File: src/rtl/keypad_pkg.sv
// -----------------------------------------------------------------------------
// keypad_pkg
// Shared definitions for the 4x4 matrix keypad scanner:
//   scan_state_t - scanner FSM states
//   KEY_MAP      - hex code of each key, indexed [row][col]
//   NO_KEY       - row_sync pattern when no row is pulled low
//   col_drive()  - active-low one-hot column drive for a column index
// -----------------------------------------------------------------------------
package keypad_pkg;

  typedef enum logic [1:0] {
    SCAN       = 2'd0,
    PRESS_DB   = 2'd1,
    HELD       = 2'd2,
    RELEASE_DB = 2'd3
  } scan_state_t;

  // Rows are active-low, so all-ones means nothing is pressed on the
  // currently driven column.
  localparam logic [3:0] NO_KEY = 4'b1111;

  // Physical legend of the keypad, row-major.
  localparam logic [3:0] KEY_MAP [4][4] = '{
    '{4'h1, 4'h2, 4'h3, 4'hA},
    '{4'h4, 4'h5, 4'h6, 4'hB},
    '{4'h7, 4'h8, 4'h9, 4'hC},
    '{4'hE, 4'h0, 4'hF, 4'hD}
  };

  // Exactly one column is pulled low at any time.
  function automatic logic [3:0] col_drive(input logic [1:0] idx);
    return ~(4'b0001 << idx);
  endfunction

endpackage

File: src/rtl/keypad_scanner_if.sv
// -----------------------------------------------------------------------------
// keypad_if
// Bundles the keypad-side and event-side signals of the scanner.
//   row_sync  - synchronized keypad rows, active-low
//   col       - column drive, active-low one-hot-zero
//   key_code  - hex code of the last accepted key
//   key_valid - one-cycle strobe per accepted press
//   key_held  - accepted key still considered pressed
// Modports:
//   slave  - the scanner itself
//   master - the surrounding logic (synchronizer/pins/consumer)
// -----------------------------------------------------------------------------
interface keypad_if;

  logic [3:0] row_sync;
  logic [3:0] col;
  logic [3:0] key_code;
  logic       key_valid;
  logic       key_held;

  modport slave (
    input  row_sync,
    output col,
    output key_code,
    output key_valid,
    output key_held
  );

  modport master (
    output row_sync,
    input  col,
    input  key_code,
    input  key_valid,
    input  key_held
  );

endinterface

File: src/rtl/keypad_decoder.sv
// -----------------------------------------------------------------------------
// keypad_decoder
// Combinational lookup of the hex code for a (row, column) key position.
//   row_i  [1:0] - row index of the pressed key
//   col_i  [1:0] - column index of the pressed key
//   code_o [3:0] - hex code from KEY_MAP
// -----------------------------------------------------------------------------
module keypad_decoder
  import keypad_pkg::*;
(
  input  logic [1:0] row_i,
  input  logic [1:0] col_i,
  output logic [3:0] code_o
);

  assign code_o = KEY_MAP[row_i][col_i];

endmodule

File: src/rtl/keypad_scanner.sv
// -----------------------------------------------------------------------------
// keypad_scanner
// Scans a 4x4 active-low matrix keypad one column at a time, debounces press
// and release of a single key and reports accepted presses as a hex code with
// a one-cycle strobe.
// Parameters:
//   SETTLE_CYCLES   - cycles each column is driven before rows are sampled
//                     (at least 3, to cover the external 2-flop synchronizer)
//   DEBOUNCE_CYCLES - consecutive stable cycles to accept a press or release
//                     (at least 2)
// Ports:
//   clk   - system clock
//   reset - asynchronous, active-low reset
//   kp    - keypad_if.slave: row_sync in; col, key_code, key_valid,
//           key_held out (all outputs registered)
// -----------------------------------------------------------------------------
module keypad_scanner
  import keypad_pkg::*;
#(
  parameter int SETTLE_CYCLES   = 4,
  parameter int DEBOUNCE_CYCLES = 50000
) (
  input  logic     clk,
  input  logic     reset,
  keypad_if.slave  kp
);

  localparam int CNT_MAX = (SETTLE_CYCLES > DEBOUNCE_CYCLES) ? SETTLE_CYCLES
                                                             : DEBOUNCE_CYCLES;
  localparam int CW      = $clog2(CNT_MAX + 1);

  localparam logic [CW-1:0] SETTLE_LAST = CW'(SETTLE_CYCLES - 1);
  // The counter steps to DEBOUNCE_CYCLES-1 on the accepting edge. Together
  // with the cycle that triggered entry (the SCAN sample, or the first high
  // read in HELD) this makes exactly DEBOUNCE_CYCLES stable cycles.
  localparam logic [CW-1:0] DB_ACCEPT   = CW'(DEBOUNCE_CYCLES - 2);
  localparam logic [CW-1:0] CNT_SAT     = CW'(CNT_MAX);

  scan_state_t state_q, state_d;
  logic [1:0]    idx_q, idx_d;
  logic [1:0]    r_cap_q, r_cap_d;
  logic [CW-1:0] cnt_q, cnt_d;
  logic [CW-1:0] cnt_inc;
  logic [3:0]    col_q, col_d;
  logic [3:0]    key_code_q, key_code_d;
  logic          key_valid_q, key_valid_d;
  logic          key_held_q, key_held_d;

  logic [1:0]    first_low_row;
  logic          cap_row_low;
  logic [3:0]    dec_code;

  // Lowest-index low row wins when several keys share the driven column.
  always_comb begin
    first_low_row = 2'd3;
    casez (kp.row_sync)
      4'b???0: first_low_row = 2'd0;
      4'b??01: first_low_row = 2'd1;
      4'b?011: first_low_row = 2'd2;
      default: first_low_row = 2'd3;
    endcase
  end

  // Only the captured row is watched once a key is latched; other rows are
  // deliberately ignored so a second key cannot sneak in.
  assign cap_row_low = ~kp.row_sync[r_cap_q];

  // Saturating increment: the counter never wraps back to zero.
  assign cnt_inc = (cnt_q == CNT_SAT) ? cnt_q : cnt_q + CW'(1);

  keypad_decoder u_decoder (
    .row_i  (r_cap_q),
    .col_i  (idx_q),
    .code_o (dec_code)
  );

  always_comb begin
    state_d     = state_q;
    idx_d       = idx_q;
    r_cap_d     = r_cap_q;
    cnt_d       = cnt_q;
    key_code_d  = key_code_q;
    key_valid_d = 1'b0;
    key_held_d  = key_held_q;

    unique case (state_q)
      SCAN: begin
        if (cnt_q >= SETTLE_LAST) begin
          cnt_d = '0;
          if (kp.row_sync != NO_KEY) begin
            r_cap_d = first_low_row;
            state_d = PRESS_DB;
          end else begin
            idx_d = idx_q + 2'd1;
          end
        end else begin
          cnt_d = cnt_inc;
        end
      end

      PRESS_DB: begin
        if (!cap_row_low) begin
          // Bounce or glitch: drop the attempt silently and move on.
          cnt_d   = '0;
          idx_d   = idx_q + 2'd1;
          state_d = SCAN;
        end else if (cnt_q >= DB_ACCEPT) begin
          cnt_d       = '0;
          key_code_d  = dec_code;
          key_valid_d = 1'b1;
          key_held_d  = 1'b1;
          state_d     = HELD;
        end else begin
          cnt_d = cnt_inc;
        end
      end

      HELD: begin
        if (!cap_row_low) begin
          cnt_d   = '0;
          state_d = RELEASE_DB;
        end
      end

      RELEASE_DB: begin
        if (cap_row_low) begin
          // Release bounce: the key is still down, no new event.
          cnt_d   = '0;
          state_d = HELD;
        end else if (cnt_q >= DB_ACCEPT) begin
          cnt_d      = '0;
          key_held_d = 1'b0;
          idx_d      = idx_q + 2'd1;
          state_d    = SCAN;
        end else begin
          cnt_d = cnt_inc;
        end
      end

      default: begin
        cnt_d   = '0;
        state_d = SCAN;
      end
    endcase

    // Column only moves when idx moves, i.e. on SCAN expiry or on leaving
    // a debounce state back into SCAN.
    col_d = col_drive(idx_d);
  end

  always_ff @(posedge clk or negedge reset) begin
    if (!reset) begin
      state_q     <= SCAN;
      idx_q       <= 2'd0;
      r_cap_q     <= 2'd0;
      cnt_q       <= '0;
      col_q       <= 4'b1110;
      key_code_q  <= 4'h0;
      key_valid_q <= 1'b0;
      key_held_q  <= 1'b0;
    end else begin
      state_q     <= state_d;
      idx_q       <= idx_d;
      r_cap_q     <= r_cap_d;
      cnt_q       <= cnt_d;
      col_q       <= col_d;
      key_code_q  <= key_code_d;
      key_valid_q <= key_valid_d;
      key_held_q  <= key_held_d;
    end
  end

  assign kp.col       = col_q;
  assign kp.key_code  = key_code_q;
  assign kp.key_valid = key_valid_q;
  assign kp.key_held  = key_held_q;

endmodule

File: src/flat_wrapper.sv
// flat-port wrapper written by rule: the top's interface ports become plain ports
module keypad_scanner_flat import keypad_pkg::*;
#(
  parameter int SETTLE_CYCLES   = 4,
  parameter int DEBOUNCE_CYCLES = 50000
)
  (clk, reset, kp_row_sync, kp_col, kp_key_code, kp_key_valid, kp_key_held);
  keypad_if kp_i ();
  input  logic clk;
  input  logic reset;
  input wire logic [$bits(kp_i.row_sync)-1:0] kp_row_sync;
  output wire logic [$bits(kp_i.col)-1:0] kp_col;
  output wire logic [$bits(kp_i.key_code)-1:0] kp_key_code;
  output wire logic [$bits(kp_i.key_valid)-1:0] kp_key_valid;
  output wire logic [$bits(kp_i.key_held)-1:0] kp_key_held;
  assign kp_i.row_sync = kp_row_sync;
  assign kp_col = kp_i.col;
  assign kp_key_code = kp_i.key_code;
  assign kp_key_valid = kp_i.key_valid;
  assign kp_key_held = kp_i.key_held;
  keypad_scanner #(.SETTLE_CYCLES(SETTLE_CYCLES), .DEBOUNCE_CYCLES(DEBOUNCE_CYCLES)) u_core (.clk(clk), .reset(reset), .kp(kp_i));
endmodule
File: config.mk
export PLATFORM = sky130hd
export DESIGN_NAME = keypad_scanner_flat
export DESIGN_NICKNAME = d
export VERILOG_FILES = /design/src/rtl/keypad_pkg.sv /design/src/rtl/keypad_scanner_if.sv /design/src/rtl/keypad_decoder.sv /design/src/rtl/keypad_scanner.sv /design/src/flat_wrapper.sv
export SDC_FILE = /design/constraint.sdc
export NUM_CORES = 1
export LEC_CHECK = 0
export ABC_AREA = 1
export CAP_MARGIN = 0
export CELL_PAD_IN_SITES_DETAIL_PLACEMENT = 1
export CELL_PAD_IN_SITES_GLOBAL_PLACEMENT = 1
export CORE_ASPECT_RATIO = 0.8
export CORE_UTILIZATION = 45
export DETAILED_ROUTE_END_ITERATION = 16
export GPL_ROUTABILITY_DRIVEN = 1
export GPL_TIMING_DRIVEN = 1
export HOLD_SLACK_MARGIN = 0.03
export PLACE_DENSITY_LB_ADDON = 0.1
export SYNTH_ARGS = -nofsm -noshare
export SYNTH_HDL_FRONTEND = slang
export SYNTH_SLANG_ARGS = --single-unit
File: constraint.sdc
create_clock -name clk -period 4.1 [get_ports clk]
set_input_delay 1.23 -clock clk [delete_from_list [all_inputs] [get_ports clk]]
set_output_delay 1.23 -clock clk [all_outputs]
set_load 0.02 [all_outputs]
# Word-level counts from Yosys, hierarchy flattened
# Index checks and enable logic that the tools add are counted.
dict set report op_classes {
  n_addsub 2
  n_lt_le_gt_ge 5
  eq_ne 16
  shift 1
  muxes 38
  n_bitwise 5
  n_reduce_logical 6
}
# cell n
set op_table {}
lappend op_table {{$mux 16} 8}
lappend op_table {{$pmux 16 s4} 1}
lappend op_table {{$bmux 16 s2} 1}
lappend op_table {{$mux 2} 12}
lappend op_table {{$add 16x1->16 const B} 1}
lappend op_table {{$eq 16x16->1 const B} 1}
lappend op_table {{$ge 16x16->1 const B} 1}
lappend op_table {{$ge 16x2->1 const B} 1}
lappend op_table {{$ne 2x1->1 const B} 6}
lappend op_table {{$pmux 2 s3} 2}
lappend op_table {{$reduce_and 5->1} 2}
lappend op_table {{$bmux 4 s2} 1}
lappend op_table {{$mux 1} 8}
lappend op_table {{$mux 4} 2}
lappend op_table {{$pmux 2 s4} 1}
lappend op_table {{$ge 3x3->1 const B} 2}
lappend op_table {{$not 2->3} 2}
lappend op_table {{$reduce_and 3->1} 2}
lappend op_table {{$eq 2x1->1 const B} 2}
lappend op_table {{$eq 2x2->1 const B} 2}
lappend op_table {{$ne 4x4->1 const B} 1}
lappend op_table {{$not 4->4} 1}
lappend op_table {{$shl 1x2->4 const A} 1}
lappend op_table {{$eq 3x2->1 const B} 1}
lappend op_table {{10 further kinds} 11}
dict set report totals {
  regBits 32
  in_bits 6
  out_inout_bits 10
  elab_cells 81
}

# Logic depth before layout (Yosys ltp)
# Gate-level depths: netlist of the first run.
dict set report depth {
  depth_word 7
  depth_mapped 13
  depth_no_buf 13
}

# Hierarchy
# From an unflattened synthesis of the first run, not the netlist that was laid out.
dict set report unflattened {
  hier_cells 340
  area_unflattened_um2 2328.5
}
# module instances cells_per_inst area_per_inst_um2 seq_area_each_um2
set modules_own_cells {}
lappend modules_own_cells {keypad_scanner 1 316 2219.6 804.5}
lappend modules_own_cells {keypad_decoder 1 24 108.9 0.0}

# Worst setup path before layout of the first run
# OpenSTA, ideal clock, no wires.
dict set report synth_path {
  path_type {input to register}
  startpoint {input port kp_row_sync[2]}
  endpoint {register u_core.cnt_q[13]}
  setup_time_ns 0.118
  t_arrival_ns 2.103
  required_ns 3.982
  slack_ns 1.879
  cell_stages 10
  path_buffers 1
  path_cell_list {inv_1 o21ai_1 nand2_2 inv_2 nor2_4 o21ai_2 nand2_4 inv_2 buf_6 nor2_1}
}
dict set report synth_between {
  elab_chain_cells 4
  elab_cells_between_ends 6
  classes_between {1 x eq/ne; 5 x mux}
}
# item line
set synth_rtl {}
lappend synth_rtl {{start, declared} flat_wrapper.sv:11} ;# input wire logic [$bits(kp_i.row_sync)-1:0] kp_row_sync;
lappend synth_rtl {{$bmux 1 s2 (*)} keypad_scanner.sv:66} ;# assign cap_row_low = ~kp.row_sync[r_cap_q];
lappend synth_rtl {{$mux 1 (implied by the code) (*)} keypad_scanner.sv:66}
lappend synth_rtl {{$mux 16, on equally long branches} {keypad_scanner.sv:126, keypad_scanner.sv:102}}
lappend synth_rtl {{$pmux 16 s4} keypad_scanner.sv:86} ;# unique case (state_q)
lappend synth_rtl {{end signal, assigned} keypad_scanner.sv:165} ;# cnt_q <= cnt_d;
lappend synth_rtl {{end, declared} keypad_scanner.sv:42} ;# logic [CW-1:0] cnt_q, cnt_d;
# Mark *: on every way between the ends. The rest lies on a longest branch, timed or not. The select of a mux whose other input is x is not followed.
# A chain may end at the register's enable or synchronous reset.

# Worst setup path after layout of the first run
dict set report layout_path {
  startpoint {register u_core.col_q[1], in the netlist u_core.kp.col[1]}
  endpoint {output port kp_col[1]}
}
# item line
set layout_lines {}
lappend layout_lines {{start, declared} keypad_scanner.sv:44} ;# logic [3:0] col_q, col_d;
lappend layout_lines {{start signal, assigned} keypad_scanner.sv:166} ;# col_q <= col_d;
lappend layout_lines {{end, declared} flat_wrapper.sv:12} ;# output wire logic [$bits(kp_i.col)-1:0] kp_col;
# No word-level cell between the ends.

==> impl_metrics.json, run 1 <==
{
  "status": "complete, no violations",
  "post-dp-hpwl_um": 3910,
  "crit_buf_inv": 1,
  "min_to": "u_core.kp.key_code[1]",
  "die_h_um": 60.6,
  "synth-async-reset-ratio": 1.00,
  "synth.distinct_cells": 28,
  "gp_congestion": 0.850,
  "r2r_end": "u_core.cnt_q[8]",
  "worstHoldPathType": "flip-flop to flip-flop",
  "ys_ff_latch": 32,
  "synth-edff-count": 0,
  "synth-main-ff-cell": "dfrtp_1",
  "grt_overflow": 0,
  "slew_viol_final": 0,
  "fin_tns_setup_ns": 0,
  "clk_latency_ns": 0.29,
  "synth_top_cell_by_area": "dfrtp_1",
  "antenna_found_initial": 0,
  "stdcell_count": 352,
  "worstPathArrival_ns": 1.42,
  "crit_slowest_cell": "clkdlybuf4s50_1",
  "final_core_util": 0.568,
  "cp-startpoint": "u_core.kp.col[1]",
  "yosysWarningCount": 0,
  "rows": 20,
  "ff2ff_path_depth": 12,
  "critPathTopFamily": "buffers and inverters",
  "r2r-start": "u_core.cnt_q[13]",
  "p_leak_uw": 0.00113,
  "worst_pin_slew_ns": 0.656,
  "nets": 305,
  "seq_area_frac_synth": 0.417,
  "post_drt_wl_per_cell_um": 14.5,
  "ctsHoldBuffers": 0,
  "syn_avg_cell_area_um2": 7.05,
  "rrSetupSlack_ns": 2.23,
  "netlist_area_um2": 1930,
  "fin_crit_ns": 2.65,
  "vias_per_cell": 5.11,
  "crit_chain": "clkdlybuf4s50_1",
  "drive_above_1_share": 0.114,
  "cp-start-kind": "flip-flop",
  "root_buffer": "clkbuf_8",
  "relSlewSlack": 0.562,
  "n_fill_cell": 552,
  "rsz0062_at_grt": "no",
  "grt_pass1_wl_um": 8520,
  "post_cts_buffers": 0,
  "die_w_um": 75.2,
  "detail-route-antenna-nets": 0,
  "coreArea_um2": 3950,
  "end_kind": "primary output",
  "clkSinkCount": 32,
  "cts_buffers": 5,
  "cap_violations": 0,
  "setup_viol": 0,
  "fin_skew_ns": 0.00363,
  "cts_tree": "yes",
  "first_global_vias": 1858,
  "drtIter0Drc": 71,
  "initial_utilization": 0.488,
  "ir_drop_v": 0.000367,
  "critPathKind": "flip-flop to primary output",
  "io_pins": 16,
  "track_usage": 0.259,
  "diodes": 0,
  "htree_levels": 2,
  "first_pass_iters": 4,
  "finalCritPeriodShare": 0.647,
  "path_max_fanout": 1,
  "grt_max_degree": 20,
  "clk_pin_slew_ns": 0.07,
  "critPathRequiredTime_ns": 2.87,
  "finalPower_uw": 1350,
  "synth_cells": 274,
  "hold_path_depth": 2,
  "pwr_density_cell_nw_per_um2": 600,
  "syn-num-nets": 283,
  "max_stage_delay_ns": 0.61,
  "finalHoldViolations": 0,
  "area_growth_pct": 16.3,
  "dp_cells": 344,
  "drt-total-wl_um": 5090,
  "cts_resized": 0,
  "synthTopCellsByArea": "dfrtp_1 38%, nand2_1 14%, nor2_1 8.2%, inv_1 7.8%, nand3_1 5.7%",
  "drt_drc_violations_left": 0,
  "max_freq_mhz": 377,
  "vias": 1799,
  "min_from": "u_core.kp.key_code[1]",
  "clock_path_buffers": 2,
  "die_area_um2": 4560,
  "io_buffers": 15,
  "yosys.area.top_type_share": 0.376
}
-- metal layers --
| layer | part of all wire | global-route usage |
|---|---|---|
| met1 | 0.50 | 0.334 |
| met2 | 0.45 | 0.441 |
| met3 | 0.034 | 0.0515 |
| met5 | 0 | 0 |
| met4 | 0.017 | 0.0847 |
-- cells in the final DEF (no fill, tap or decap) --
master            n
xor2_1            3
nor2_2            6
a21oi_1           6
nand2_2           4
o21bai_1          1
nor2_1           42
nand3_1          22
dfstp_2           3
nand4_1           4
ha_1              3
o22ai_1           1
o21ai_1           1
a31oi_1           1
inv_2             5
a21boi_0          1
clkbuf_1          1
inv_1            40
a21oi_2           1
clkdlybuf4s50_1  15
nor2_4            1
nand3_2           2
o21ai_0          13
o31ai_1           2
nor4_2            1
clkbuf_8          7
dfrtp_1          29
nand2_1          72
o21ai_2           1
nor3_1            6
nand2_4           2
buf_4             1
-- worst max path at each step --
stage                     depth (start not counted)  slack [ns]                to
after floorplan                                  10        1.88  u_core.cnt_q[13]
after global placement                           12        1.18   u_core.cnt_q[8]
after detailed placement                         12        1.16   u_core.cnt_q[8]
after CTS                                         1        1.43         kp_col[1]
after global routing                             12        1.30   u_core.cnt_q[8]
final                                             1        1.45         kp_col[1]
-- stage by stage --
step                worst slack, ns  hold slack, ns  cell area [µm²]
CTS                            1.43           0.503             2250
global placement               1.18           0.463             2150
finish                         1.45           0.505             2250
global route                   1.30           0.529             2250
detailed placement             1.16           0.486             2150
floorplan                      1.88           0.487             1930
-- sequential cells by signal, indices dropped and copies added, names as in the netlist, named ones only --
| register | count |
|---|---|
| u_core.cnt_q | 16 |
| u_core.idx_q | 2 |
| u_core.kp.col | 4 |
| u_core.kp.key_code | 4 |
| u_core.kp.key_held | 1 |
| u_core.kp.key_valid | 1 |
| u_core.r_cap_q | 2 |
| u_core.state_q | 1 |
-- area by class of cell --
type                    instances  area, µm²  area share
clock buffers                   8        100      0.0446
inverters                      45        169      0.0752
multi-input cells             196        946       0.421
flip-flops and latches         32        805       0.358
repair buffers                 16        158      0.0702
well taps                      55       68.8      0.0306
-- synth_stat cells, drive strengths merged (2+ instances only) --
| master | count |
|---|---|
| a21oi | 7 |
| dfrtp | 29 |
| dfstp | 3 |
| ha | 3 |
| inv | 45 |
| nand2 | 78 |
| nand3 | 24 |
| nand4 | 4 |
| nor2 | 49 |
| nor3 | 6 |
| o21ai | 15 |
| o31ai | 2 |
| xor2 | 3 |
-- cell families after synthesis --
group                      after synthesis  share of synthesized area
DFF                                     32                      0.417
and+or+nand+nor                        162                      0.374
buffers and inverters                   46                     0.0933
AOI/OAI and AO/OA                       28                     0.0830
adders and majority gates                3                     0.0194
xor gates and xnor gates                 3                     0.0136
-- power by group --
part	leakage, µW	switching (µW)	internal, µW
Clock	0.0000515	122	153
Combinational	0.000655	421	195
Sequential	0.000422	71.7	384
(Power assumes the default switching activity.)
==> run 2: changes to the inputs <==
CORE_UTILIZATION = 38   (was 45)
clock period = 2.35 ns   (was 4.1 ns; I/O delays follow)
==> run 2 against run 1 <==
Die area rose by 18%. Non-clock buffer count rose by 3. First-iteration DRC count rose by 45%. Clock power rose by 73%. Sequential share of layout area fell by 0.65 points. Critical path type unchanged. Largest power group unchanged.
==> impl_metrics.json, run 2 (synthesis results as in run 1) <==
{
  "status": "complete, no violations",
  "die_h_um": 65.8,
  "pwr_density_cell_nw_per_um2": 1080,
  "critPathTopFamily": "buffers and inverters",
  "p_leak_uw": 0.00115,
  "rows": 22,
  "rsz0062_at_grt": "no",
  "cp-start-kind": "flip-flop",
  "cts_resized": 0,
  "die_w_um": 81.7,
  "final_area_um2": 2290,
  "grt_pass1_wl_um": 8640,
  "max_freq_mhz": 476,
  "fin_crit_ns": 2.10,
  "antenna_found_initial": 0,
  "crit_slowest_cell": "clkdlybuf4s50_1",
  "root_buffer": "clkbuf_8",
  "clock_path_buffers": 2,
  "cts_buffers": 5,
  "min_from": "u_core.kp.key_code[2]",
  "ir_drop_v": 0.000576,
  "end_kind": "primary output",
  "clkSinkCount": 32,
  "crit_chain": "clkdlybuf4s50_1",
  "die_area_um2": 5370,
  "io_buffers": 15,
  "grt_max_degree": 33,
  "fin_tns_setup_ns": 0,
  "clk_pin_slew_ns": 0.07,
  "vias": 1734,
  "clk_latency_ns": 0.28,
  "vias_per_cell": 4.82,
  "crit_buf_inv": 1,
  "hold_ws_ns": 0.487,
  "max_stage_delay_ns": 0.59,
  "final_core_util": 0.483,
  "finalPower_uw": 2480,
  "diodes": 0,
  "largest_register_ff_count": 16,
  "post-dp-hpwl_um": 3790,
  "rrSetupSlack_ns": 0.46,
  "min_to": "u_core.kp.key_code[2]",
  "grt_overflow": 0,
  "slew_viol_final": 0,
  "fin_skew_ns": 0.00523,
  "worstPathArrival_ns": 1.40,
  "critPathRequiredTime_ns": 1.64,
  "cap_violations": 0,
  "r2r_end": "u_core.kp.col[0]",
  "detail-route-antenna-nets": 0,
  "cts_tree": "yes",
  "cp-startpoint": "u_core.kp.col[2]",
  "path_max_fanout": 1,
  "htree_levels": 2,
  "final_common_cell": "nand2_1",
  "drt_drc_violations_left": 0,
  "final_cell_mix": "72 x nand2_1, 42 x nor2_1, 40 x inv_1, 29 x dfrtp_1, 22 x nand3_1",
  "area_growth_pct": 18.5,
  "post_drt_wl_per_cell_um": 13.7,
  "worst_pin_slew_ns": 0.413,
  "relSlewSlack": 0.725,
  "first_pass_iters": 4,
  "setup_viol": 0,
  "finalHoldViolations": 0,
  "hold_path_depth": 2,
  "initial_utilization": 0.408,
  "gp_congestion": 0.776,
  "coreArea_um2": 4730,
  "nets": 308,
  "r2r-start": "u_core.cnt_q[1]",
  "finalCritPeriodShare": 0.894,
  "placed_area_um2": 2190,
  "ctsHoldBuffers": 0,
  "top_register": "u_core.cnt_q",
  "post_cts_buffers": 0,
  "track_usage": 0.212,
  "drive_above_1_share": 0.123,
  "worstHoldPathType": "flip-flop to flip-flop",
  "drt-total-wl_um": 4940,
  "critPathKind": "flip-flop to primary output",
  "drtIter0Drc": 103,
  "first_global_vias": 1791,
  "ff2ff_path_depth": 11,
  "io_pins": 16
}
-- run 2: changes by cell type in the layout (fill, tap and decap cells not counted), sizes merged --
cell,change
buf,+3
-- run 2: metrics by stage --
step                      setup slack, ns  std cells
after floorplan                     0.654        274
after global placement             0.0263        352
after detailed placement           0.0160        352
after CTS                           0.237        360
after global routing                0.164        360
final                               0.249        360
-- run 2: worst max-delay path by stage --
stage                       endpoint  depth (start not counted)
floorplan           u_core.cnt_q[13]                         10
global placement    u_core.cnt_q[12]                         11
detailed placement  u_core.cnt_q[12]                         11
CTS                        kp_col[1]                          1
global route        u_core.kp.col[0]                         10
finish                     kp_col[2]                          1
-- run 2: routing by layer --
| metal | GRT usage | share of wire |
|---|---|---|
| met1 | 0.312 | 0.55 |
| met5 | 0 | 0 |
| met3 | 0.0486 | 0.025 |
| met2 | 0.320 | 0.42 |
| met4 | 0.0329 | 0.0045 |
-- run 2: cell type report --
| cell class | instances | area (µm²) |
|---|---|---|
| sequential | 32 | 805 |
| clock buffer | 8 | 100 |
| fill | 618 | 2450 |
| tap | 60 | 75.1 |
| inverter | 45 | 169 |
| timing repair buffer | 19 | 193 |
| multi-input combinational | 196 | 946 |
-- run 2: power by group --
part	leakage [µW]	internal (µW)	switching, µW
Combinational	0.000674	444	758
Clock	0.0000515	268	208
Sequential	0.000422	670	131
==> RTL change, RTL diff (settings of run 2) <==
`SETTLE_CYCLES` is set to 4 in 2 places; all go to 8.
--- a/src/rtl/keypad_scanner.sv
+++ b/src/rtl/keypad_scanner.sv
@@ -18,5 +18,5 @@
   import keypad_pkg::*;
 #(
-  parameter int SETTLE_CYCLES   = 4,
+  parameter int SETTLE_CYCLES   = 8,
   parameter int DEBOUNCE_CYCLES = 50000
 ) (
--- a/src/flat_wrapper.sv
+++ b/src/flat_wrapper.sv
@@ -2,5 +2,5 @@
 module keypad_scanner_flat import keypad_pkg::*;
 #(
-  parameter int SETTLE_CYCLES   = 4,
+  parameter int SETTLE_CYCLES   = 8,
   parameter int DEBOUNCE_CYCLES = 50000
 )
Function: changed (Yosys sat finds a counterexample within 10 cycles, from zero or initial values and one cycle with reset low).
==> RTL change against run 2 <==
Area after synthesis is 0.32% lower; worst setup slack better by 0.00051 ns; first-iteration DRC count is 6.8% higher; cell area is 0.49% higher; total power is 6.9% lower; sequential power hardly changed; wire length is 0.34% lower; sequential cell count stayed put; utilization is 0.24 points higher; clock power is 11% higher; critical path type is now primary input to register; critical endpoint is now u_core.cnt_q[10]$_DFFE_PN0P_; largest cell class unchanged; highest routed layer unchanged.
==> RTL change: results (changes against run 2) <==
| Metric | Value |
|---|---|
| Gate power share | 42.5% (-6.0 points) |
| Placed Instances | 354 (+0.57%) |
| Worst-margin pin slew | 0.428 ns (+0.0144 ns) |
| GRT met3 Usage | 4.58% (-0.28 points) |
| Per-cell routed wire length | 13.6 um (-0.89%) |
| Synth top area cells | dfrtp_1, nand2_1, nor2_1, inv_1, nand3_1 |
| Hold_sp | u_core.kp.key_code[3]$_DFFE_PN0P_ |
| Syn_area_per_cell | 7.02 um2 (-0.32%) |
| Fmax | 476 MHz (about the same) |
| Wire length on met1 | 2760 um (+0.92%) |
| Arrival @ worst endpoint | 2.26 ns (+0.86 ns) |
| Vias post-DR | 1761 (+1.6%) |
| Peak per-stage delay on the critical path | 0.52 ns (-0.07 ns) |
| Final Wtd Congestion | 0.807 (+3.9%) |
| Fillcell total | 628 (+1.6%) |
| Synth Area in XOR/XNOR | 3.19% (+1.8 points) |
| DP HPWL | 3820 um (+0.97%) |
| Clk pwr share | 22.8% (+3.6 points) |
| Avg Vias per Cell | 4.86 (+1.0%) |
| Post-synth cell types | 26 (-7.1%) |
| Clk_skew | 0.00770 ns (+0.00247 ns) |
| Post-synthesis adder-cell area fraction | 1.95% (+0.0063 points) |
| Initial detailed-routing violation count | 110 (+6.8%) |
| Total GRT Usage | 21.6% (+0.33 points) |
| Status | finished clean |
-- RTL change: metrics by stage --
stage,power (mW),setup TNS (ns),hold WS (ns),instance area (um2)
after floorplan,1.48,0,0.409,1920
after global placement,1.76,0,0.460,2190
after detailed placement,1.79,-0.475,0.468,2190
after CTS,2.33,0,0.487,2300
after global routing,2.52,0,0.521,2300
final,2.31,0,0.483,2300
-- RTL change: final cells by class --
| type | count | area (um2) | area share (%) |
|---|---|---|---|
| clock inverter | 3 | 42.5 | 1.85 |
| sequential | 32 | 805 | 35.0 |
| multi-input combinational | 196 | 932 | 40.6 |
| inverter | 42 | 158 | 6.86 |
| tap | 60 | 75.1 | 3.27 |
| clock buffer | 5 | 68.8 | 2.99 |
| timing repair buffer | 24 | 218 | 9.47 |
-- RTL change: cell families after synthesis --
group	count (synthesis)
AOI/OAI and AO/OA	29
xor gates and xnor gates	7
adders and majority gates	3
buffers and inverters	46
DFF	32
and+or+nand+nor	157
